### config.mk
export PLATFORM = sky130hd
export DESIGN_NAME = otter_crypto_engine
export DESIGN_NICKNAME = d
export VERILOG_FILES = /design/src/rtl/otter_crypto_engine.sv
export SDC_FILE = /design/constraint.sdc
export NUM_CORES = 1
export LEC_CHECK = 0
export CELL_PAD_IN_SITES_DETAIL_PLACEMENT = 1
export CELL_PAD_IN_SITES_GLOBAL_PLACEMENT = 1
export CORE_UTILIZATION = 38
export CTS_CLUSTER_DIAMETER = 150
export CTS_CLUSTER_SIZE = 25
export DETAILED_ROUTE_END_ITERATION = 12
export DONT_BUFFER_PORTS = 1
export MAX_ROUTING_LAYER = met4
export PLACE_DENSITY_LB_ADDON = 0.05
export SKIP_CTS_REPAIR_TIMING = 1
export SYNTH_ARGS = -nofsm -noshare
export SYNTH_HDL_FRONTEND = slang
export SYNTH_SLANG_ARGS = --single-unit
### constraint.sdc
create_clock -name CLK -period 6.45 [get_ports CLK]
set_input_delay 1.29 -clock CLK [delete_from_list [all_inputs] [get_ports CLK]]
set_output_delay 1.29 -clock CLK [all_outputs]
set_load 0.01 [all_outputs]
### src/rtl/otter_crypto_engine.sv
// otter_crypto_engine: multi-cycle Feistel block-cipher coprocessor for the OTTER MCU.
// Operands are captured on an accepted start. UNROLL rounds run per RUN cycle, and
// the final {L,R} appears on result together with a one-cycle done pulse.
module otter_crypto_engine #(
  parameter int unsigned WIDTH  = 32,
  parameter int unsigned ROUNDS = 16,
  parameter int unsigned UNROLL = 1
) (
  input  logic             CLK,
  input  logic             RESET_N,
  input  logic             start,
  input  logic             mode,
  input  logic             clear,
  input  logic [WIDTH-1:0] data_in,
  input  logic [WIDTH-1:0] key,
  output logic             busy,
  output logic             done,
  output logic [WIDTH-1:0] result
);

  localparam int unsigned H     = WIDTH / 2;
  localparam int unsigned RW    = (ROUNDS > 1) ? $clog2(ROUNDS) : 1;
  localparam int unsigned ROT_F = 3 % H;

  typedef enum logic [1:0] {
    S_IDLE = 2'd0,
    S_RUN  = 2'd1,
    S_DONE = 2'd2
  } state_t;

  state_t           r_state;
  logic [H-1:0]     r_l;
  logic [H-1:0]     r_r;
  logic [WIDTH-1:0] r_key;
  logic             r_mode;
  logic [RW-1:0]    r_idx;
  logic             r_busy;
  logic             r_done;
  logic [WIDTH-1:0] r_result;

  logic [H-1:0]     w_kx;
  logic [H-1:0]     w_l_nxt;
  logic [H-1:0]     w_r_nxt;
  logic             w_last;
  logic [RW-1:0]    w_idx_nxt;

  // Rotate left by s (s < H), built from a doubled word so that s=0 is a pass-through.
  function automatic logic [H-1:0] rotl(input logic [H-1:0] x, input int unsigned s);
    logic [2*H-1:0] d;
    d = {x, x} << s;
    return d[2*H-1:H];
  endfunction

  // Round key for round index r: folded key rotated by r mod H, then offset by r.
  function automatic logic [H-1:0] round_key(input logic [H-1:0] kx, input int unsigned r);
    return rotl(kx, r % H) + H'(r);
  endfunction

  // Round function: F(x,k) = rotl(x,3) ^ (x + k), all mod 2^H.
  function automatic logic [H-1:0] f_round(input logic [H-1:0] x, input logic [H-1:0] k);
    return rotl(x, ROT_F) ^ (x + k);
  endfunction

  assign w_kx = r_key[H-1:0] ^ r_key[WIDTH-1:H];

  // Final RUN cycle: the last round of this cycle is round ROUNDS-1 (enc) or round 0 (dec).
  assign w_last    = r_mode ? (32'(r_idx) == UNROLL - 1)
                            : (32'(r_idx) + UNROLL == ROUNDS);
  assign w_idx_nxt = r_mode ? (r_idx - RW'(UNROLL)) : (r_idx + RW'(UNROLL));

  // Unrolled datapath: UNROLL consecutive rounds starting at the current round index.
  always_comb begin : round_path
    logic [H-1:0] l_v;
    logic [H-1:0] r_v;
    logic [H-1:0] k_v;
    int unsigned  ri;
    l_v = r_l;
    r_v = r_r;
    k_v = '0;
    ri  = 0;
    for (int unsigned u = 0; u < UNROLL; u++) begin
      ri  = r_mode ? (32'(r_idx) - u) : (32'(r_idx) + u);
      k_v = round_key(w_kx, ri);
      if (r_mode) begin
        {l_v, r_v} = {r_v ^ f_round(l_v, k_v), l_v};
      end else begin
        {l_v, r_v} = {r_v, l_v ^ f_round(r_v, k_v)};
      end
    end
    w_l_nxt = l_v;
    w_r_nxt = r_v;
  end

  // Control FSM with registered busy/done/result; clear outranks start.
  always_ff @(posedge CLK or negedge RESET_N) begin
    if (!RESET_N) begin
      r_state  <= S_IDLE;
      r_l      <= '0;
      r_r      <= '0;
      r_key    <= '0;
      r_mode   <= 1'b0;
      r_idx    <= '0;
      r_busy   <= 1'b0;
      r_done   <= 1'b0;
      r_result <= '0;
    end else begin
      r_done <= 1'b0;
      if (clear) begin
        r_state <= S_IDLE;
        r_busy  <= 1'b0;
      end else begin
        case (r_state)
          S_IDLE, S_DONE: begin
            if (start) begin
              r_l     <= data_in[WIDTH-1:H];
              r_r     <= data_in[H-1:0];
              r_key   <= key;
              r_mode  <= mode;
              r_idx   <= mode ? RW'(ROUNDS - 1) : '0;
              r_busy  <= 1'b1;
              r_state <= S_RUN;
            end else begin
              r_state <= S_IDLE;
            end
          end
          S_RUN: begin
            r_l <= w_l_nxt;
            r_r <= w_r_nxt;
            if (w_last) begin
              r_result <= {w_l_nxt, w_r_nxt};
              r_busy   <= 1'b0;
              r_done   <= 1'b1;
              r_state  <= S_DONE;
            end else begin
              r_idx <= w_idx_nxt;
            end
          end
          default: begin
            r_state <= S_IDLE;
            r_busy  <= 1'b0;
          end
        endcase
      end
    end
  end

  assign busy   = r_busy;
  assign done   = r_done;
  assign result = r_result;

endmodule
* After elaboration in Yosys (flattened, before gate mapping)
Index checks and enable logic that the tools add are counted.
** Cells by class
- $add $sub $neg :: 6
- Equal/unequal tests :: 7
- Reductions and logical operators :: 9
- Shift operators :: 1
- Muxes and demuxes :: 23
- Bitwise gates (word level) :: 6
** Operator list (count)
- $xor 16x16->16 :: 5
- $mux 16 :: 4
- $pmux 16 s2 :: 2
- $add 16x16->16 :: 2
- $shl 32x4->32 :: 1
- $add 16x4->16 :: 1
- $mux 4 :: 4
- $reduce_and 3->1 :: 3
- $mux 1 :: 8
- $pmux 4 s2 :: 1
- $ne 3x3->1 const B :: 2
- $add 4x1->5 const B :: 1
- $eq 5x5->1 const B :: 1
- $add 4x1->4 const B :: 1
- $logic_not 4->1 :: 1
- $mux 2 :: 2
- $ne 2x2->1 const B :: 2
- $pmux 2 s2 :: 1
- $reduce_and 4->1 :: 1
- $sub 4x1->4 const B :: 1
- $eq 2x1->1 const B :: 1
- $eq 2x2->1 const B :: 1
- $logic_not 2->1 :: 1
- $pmux 1 s2 :: 1
- 4 further kinds :: 4
** Word-level totals
- Input bits :: 69
- Logic and storage cells :: 61
- Register bits :: 105

* Logic depth before layout (Yosys ltp)
- Depth after elaboration :: 8
- Depth in mapped cells :: 28

* Least setup slack after synthesis
OpenSTA, ideal clock, no wires.
- Kind :: reg-to-reg
- Start :: register r_idx[0]
- End :: register r_result[15] (netlist: result[15])
- Required time :: 6325 ps
- Data arrival time :: 5154 ps
- Setup time :: 125 ps
- Cell stages (with the launch flop) :: 26
- Clock period less this slack :: 5279 ps
- Path slack :: 1171 ps
- Cells stage by stage :: dfrtp_1 > buf_6 > inv_12 > buf_6 > mux4_2 > mux2i_1 > nand2_1 > o21ai_0 > inv_1 > fa_1 > inv_1 > a21oi_1 > a21o_1 > nor4_1 > nand4_1 > xnor2_1 > ha_1 > or2_2 > a2111o_1 > o21ai_0 > o21ai_0 > xnor2_1 > xnor3_1 > nor2_1 > xor2_1 > mux2_4
** Between the ends
- Longest elaborated chain between the ends :: 6
** Ends and longest elaborated chain
- start, declared :: line 36 : logic [RW-1:0] r_idx;
- start signal, assigned :: line 119 : r_idx <= mode ? RW'(ROUNDS - 1) : '0;
- start signal, assigned :: line 135 : r_idx <= w_idx_nxt;
- $shl 32x4->32 :: line 50 : d = {x, x} << s;
- $add 16x4->16 :: line 56 : return rotl(kx, r % H) + H'(r);
- $add 16x16->16 :: line 61 : return rotl(x, ROT_F) ^ (x + k);
- $xor 16x16->16 :: line 61
- $xor 16x16->16 :: line 87 : {l_v, r_v} = {r_v, l_v ^ f_round(r_v, k_v)};
- $mux 16 :: line 84 : if (r_mode) begin
- end signal, assigned :: line 130 : r_result <= {w_l_nxt, w_r_nxt};
- end, declared :: line 39 : logic [WIDTH-1:0] r_result;
Parallel ways exist; a longest one is shown, timed or not.
A chain may end at the register's enable or synchronous reset.

* Worst setup path in the final report
- Start :: register r_idx[0]
- End :: register r_r[15]
** Between the ends
- Longest elaborated chain between the ends :: 7
** Ends and longest elaborated chain
- $shl 32x4->32 :: line 50
- $add 16x4->16 * :: line 56
- $add 16x16->16 * :: line 61
- $xor 16x16->16 * :: line 61
- $xor 16x16->16 * :: line 87
- $mux 16 * :: line 84
- $pmux 16 s2 * :: line 112 : case (r_state)
- end signal, assigned :: line 116 : r_r <= data_in[H-1:0];
- end signal, assigned :: line 128 : r_r <= w_r_nxt;
- end, declared :: line 33 : logic [H-1:0] r_r;
Mark *: on every way between the ends. The rest lies on a longest branch, timed or not.

==> summary.md <==
| Metric | Value |
|---|---|
| Status | `complete, no violations` |
| Max Cap Viol | `0` |
| Largest net degree at the start of global routing | `~110` |
| Chip width | `148 um` |
| Worst setup startpoint | `r_idx[0]` |
| Cells after synthesis | `850` |
| Initial antenna violation count | `0` |
| Largest stage delay on the critical path | `about 560 ps` |
| Layout Area Growth over Synthesis | `6.21%` |
| Routed WL per cell | `20.3 um` |
| Hold path depth | `2` |
| Worst min path class | `reg2reg` |
| Die Height | `148 um` |
| Nets | `about 950` |
| RSZ-0062 raised after global routing | `no` |
| Avg Inst Size Synth | `9.58 sq um` |
| Hold_ws | `547 ps` |
| Num CTS Buffers | `9` |
| Post-synth cell types | `61` |
| I/O pins | `103` |
| CTS H-Tree Depth | `3` |
| Rel. slew slack | `between 20 and 25%` |
| Clk Latency, worst-skew pair | `roughly 360 ps` |
| Critical path's most frequent cell | `o21ai_0` |
| Via Count | `6156` |
| CP Launch Type | `register` |
| Synth async-reset ratio | `100%` |
| Pre-CTS setup slack | `372 ps` |
| Critical path arrival | `slightly above 6000 ps` |
| Setup violators final | `0` |
| Worst EP required | `6730 ps` |
| Hold Path Origin | `result[7]` |
| Register bit total from synthesis | `105` |
| Most common cell in the netlist | `dfrtp_1` |
| Worst reg2reg path depth | `25` |
| DPL Wire Length | `17800 um` |
| Input/output buffers | `0` |
| Sink Count | `105` |
| Part of the Yosys area used for sequential elements | `32.3%` |
| Clock Skews | `12.6 ps` |
| Row count | `53` |
| Reg2reg end | `r_r[15]` |
| Total GRT Usage | `22.0%` |
| Clock Path Buffers | `2` |
| Top cells by count, synth | `dfrtp_1 (105), nand2_1 (98), xnor2_1 (94), o21ai_0 (83), nor2_1 (65)` |
| Final instance area | `8640 sq um` |
| Worst-path clk slew | `about 80 ps` |
| Die Area | `22000 sq um` |
| Synth top area cells | `dfrtp_1 (32%), xnor2_1 (10%), ha_1 (6.3%)` |
| Synth Flop Type | `dfrtp_1` |
| Core box area | `21000 sq um` |
| Vias in the first global route | `6537` |
| # DRC | `0` |
| Critical R2R Launch | `r_idx[0]` |
| Max-slew violations | `0` |
| Initial Util | `38.7%` |
| Worst-path maximum fanout | `17` |
| Layout cell share with drive strength beyond 1 | `11.3%` |
| Synth Net Count | `roughly 960` |
| R2R setup slack | `550 ps` |
| Period minus WS final | `5900 ps` |
| Post-synth top area share | `32.3%` |
| Max stage delay cell, worst path | `mux4_2` |
| CTS tree | `done` |
| Final wirelength | `22600 um` |
| Largest area contributor in the netlist | `dfrtp_1` |
| Worst setup path category | `reg2reg` |
| DRT Pass-1 Iters | `4` |
| Tcrit/Tclk final | `91.4%` |
| Slew @ Worst Pin | `1130 ps` |
| EDFF count, synth | `0` |
| Peak Freq | `170 MHz` |
| GRT overflow | `0` |
| Ys Warns | `0` |
| Critical Path End Type | `register` |
| Netlist area before placement | `around 8100 sq um` |
| # diodes | `0` |
| Fill cells | `2364` |
| Routability Congestion | `0.863` |
| CTS root buffer | `clkbuf_16` |
| Routed Antenna Nets | `0` |
| Hold Crit Endpoint | `result[7]` |
| Initial DRC Count | `between 200 and 300` |
| Fin. Hold Viols | `0` |
| Worst setup margin | `555 ps` |
| TNS Setup | `0 ps` |
| First-pass GRT wire length | `36000 um` |
| Area post-placement | `about 8300 sq um` |
| Vias/cell | `roughly 5.5` |
==> critical path, delay by kind of cell, from the launching register on <==
kind / cells / cell delay (ps)
muxes: 3 / 970
xor gates and xnor gates: 4 / 990
and+or+nand+nor: 3 / 490
AOI/OAI and AO/OA: 11 / 1890
adders and majority gates: 2 / 540
DFF: 1 / 540
buffers and inverters: 2 / 370
==> worst max path at each step <==
| stage | to | slack, ps | cells after the start |
|---|---|---|---|
| CTS | r_r[15] | 360 | 25 |
| detailed placement | r_r[15] | 370 | 25 |
| global placement | r_r[15] | 550 | 25 |
| floorplan | result[15] | 1170 | 25 |
| finish | r_r[15] | 550 | 25 |
| global route | r_r[15] | 60 | 26 |
==> registers in the layout, indices dropped and copies added, names as in the netlist <==
| register | count |
|---|---|
| r_state | 2 |
| r_key | 32 |
| r_idx | 4 |
| r_l | 16 |
| r_r | 16 |
| result | 32 |
| done | 1 |
| busy | 1 |
| r_mode | 1 |
==> layout by cell type (no fill, tap or decap), types with 15 or more instances in the layout <==
cell,netlist,layout
nand2_1,98,98
inv_1,19,19
o21ai_0,83,83
ha_1,41,41
a21oi_1,54,54
buf_4,0,15
dfrtp_1,105,104
xnor2_1,94,94
mux2i_1,18,18
xor2_1,38,38
nor2_1,65,64
mux2_2,34,34
==> through the flow <==
step	util [%]	std cells
2_1_floorplan	-	850
3_3_place_gp	39.6	1101
6_report	41.1	1117
4_1_cts	41.1	1117
5_1_grt	41.1	1117
3_5_place_dp	39.6	1101
==> cells by family (layout without fill, tap and decap cells) <==
logic type	Yosys count	count (layout)	share of synthesized area [%]
AOI/OAI and AO/OA	198	198	14.5
xor gates and xnor gates	133	133	14.5
adders and majority gates	45	45	7.29
buffers and inverters	62	54	4.67
DFF	105	105	32.3
muxes	77	77	14.1
and+or+nand+nor	230	230	12.7
==> area by class of cell <==
type	instances	area [sq um]	area share [%]
clock buffers	10	239	2.76
clock inverters	6	72.6	0.839
inverters	23	98.8	1.14
multi-input cells	683	5150	59.6
flip-flops and latches	105	2630	30.4
well taps	275	344	3.98
repair buffers	15	113	1.30
==> per-layer routing <==
| layer | GRT usage (%) | part of all wire [%] |
|---|---|---|
| met5 | - | 0 |
| met4 | 6.65 | 2.2 |
| met3 | 3.07 | 2.7 |
| met2 | 38.3 | 51 |
| met1 | 26.3 | 44 |
Power is left out: the tool's default activity adds up to more than one toggle a clock period on the data nets, which glitch-free logic cannot reach.
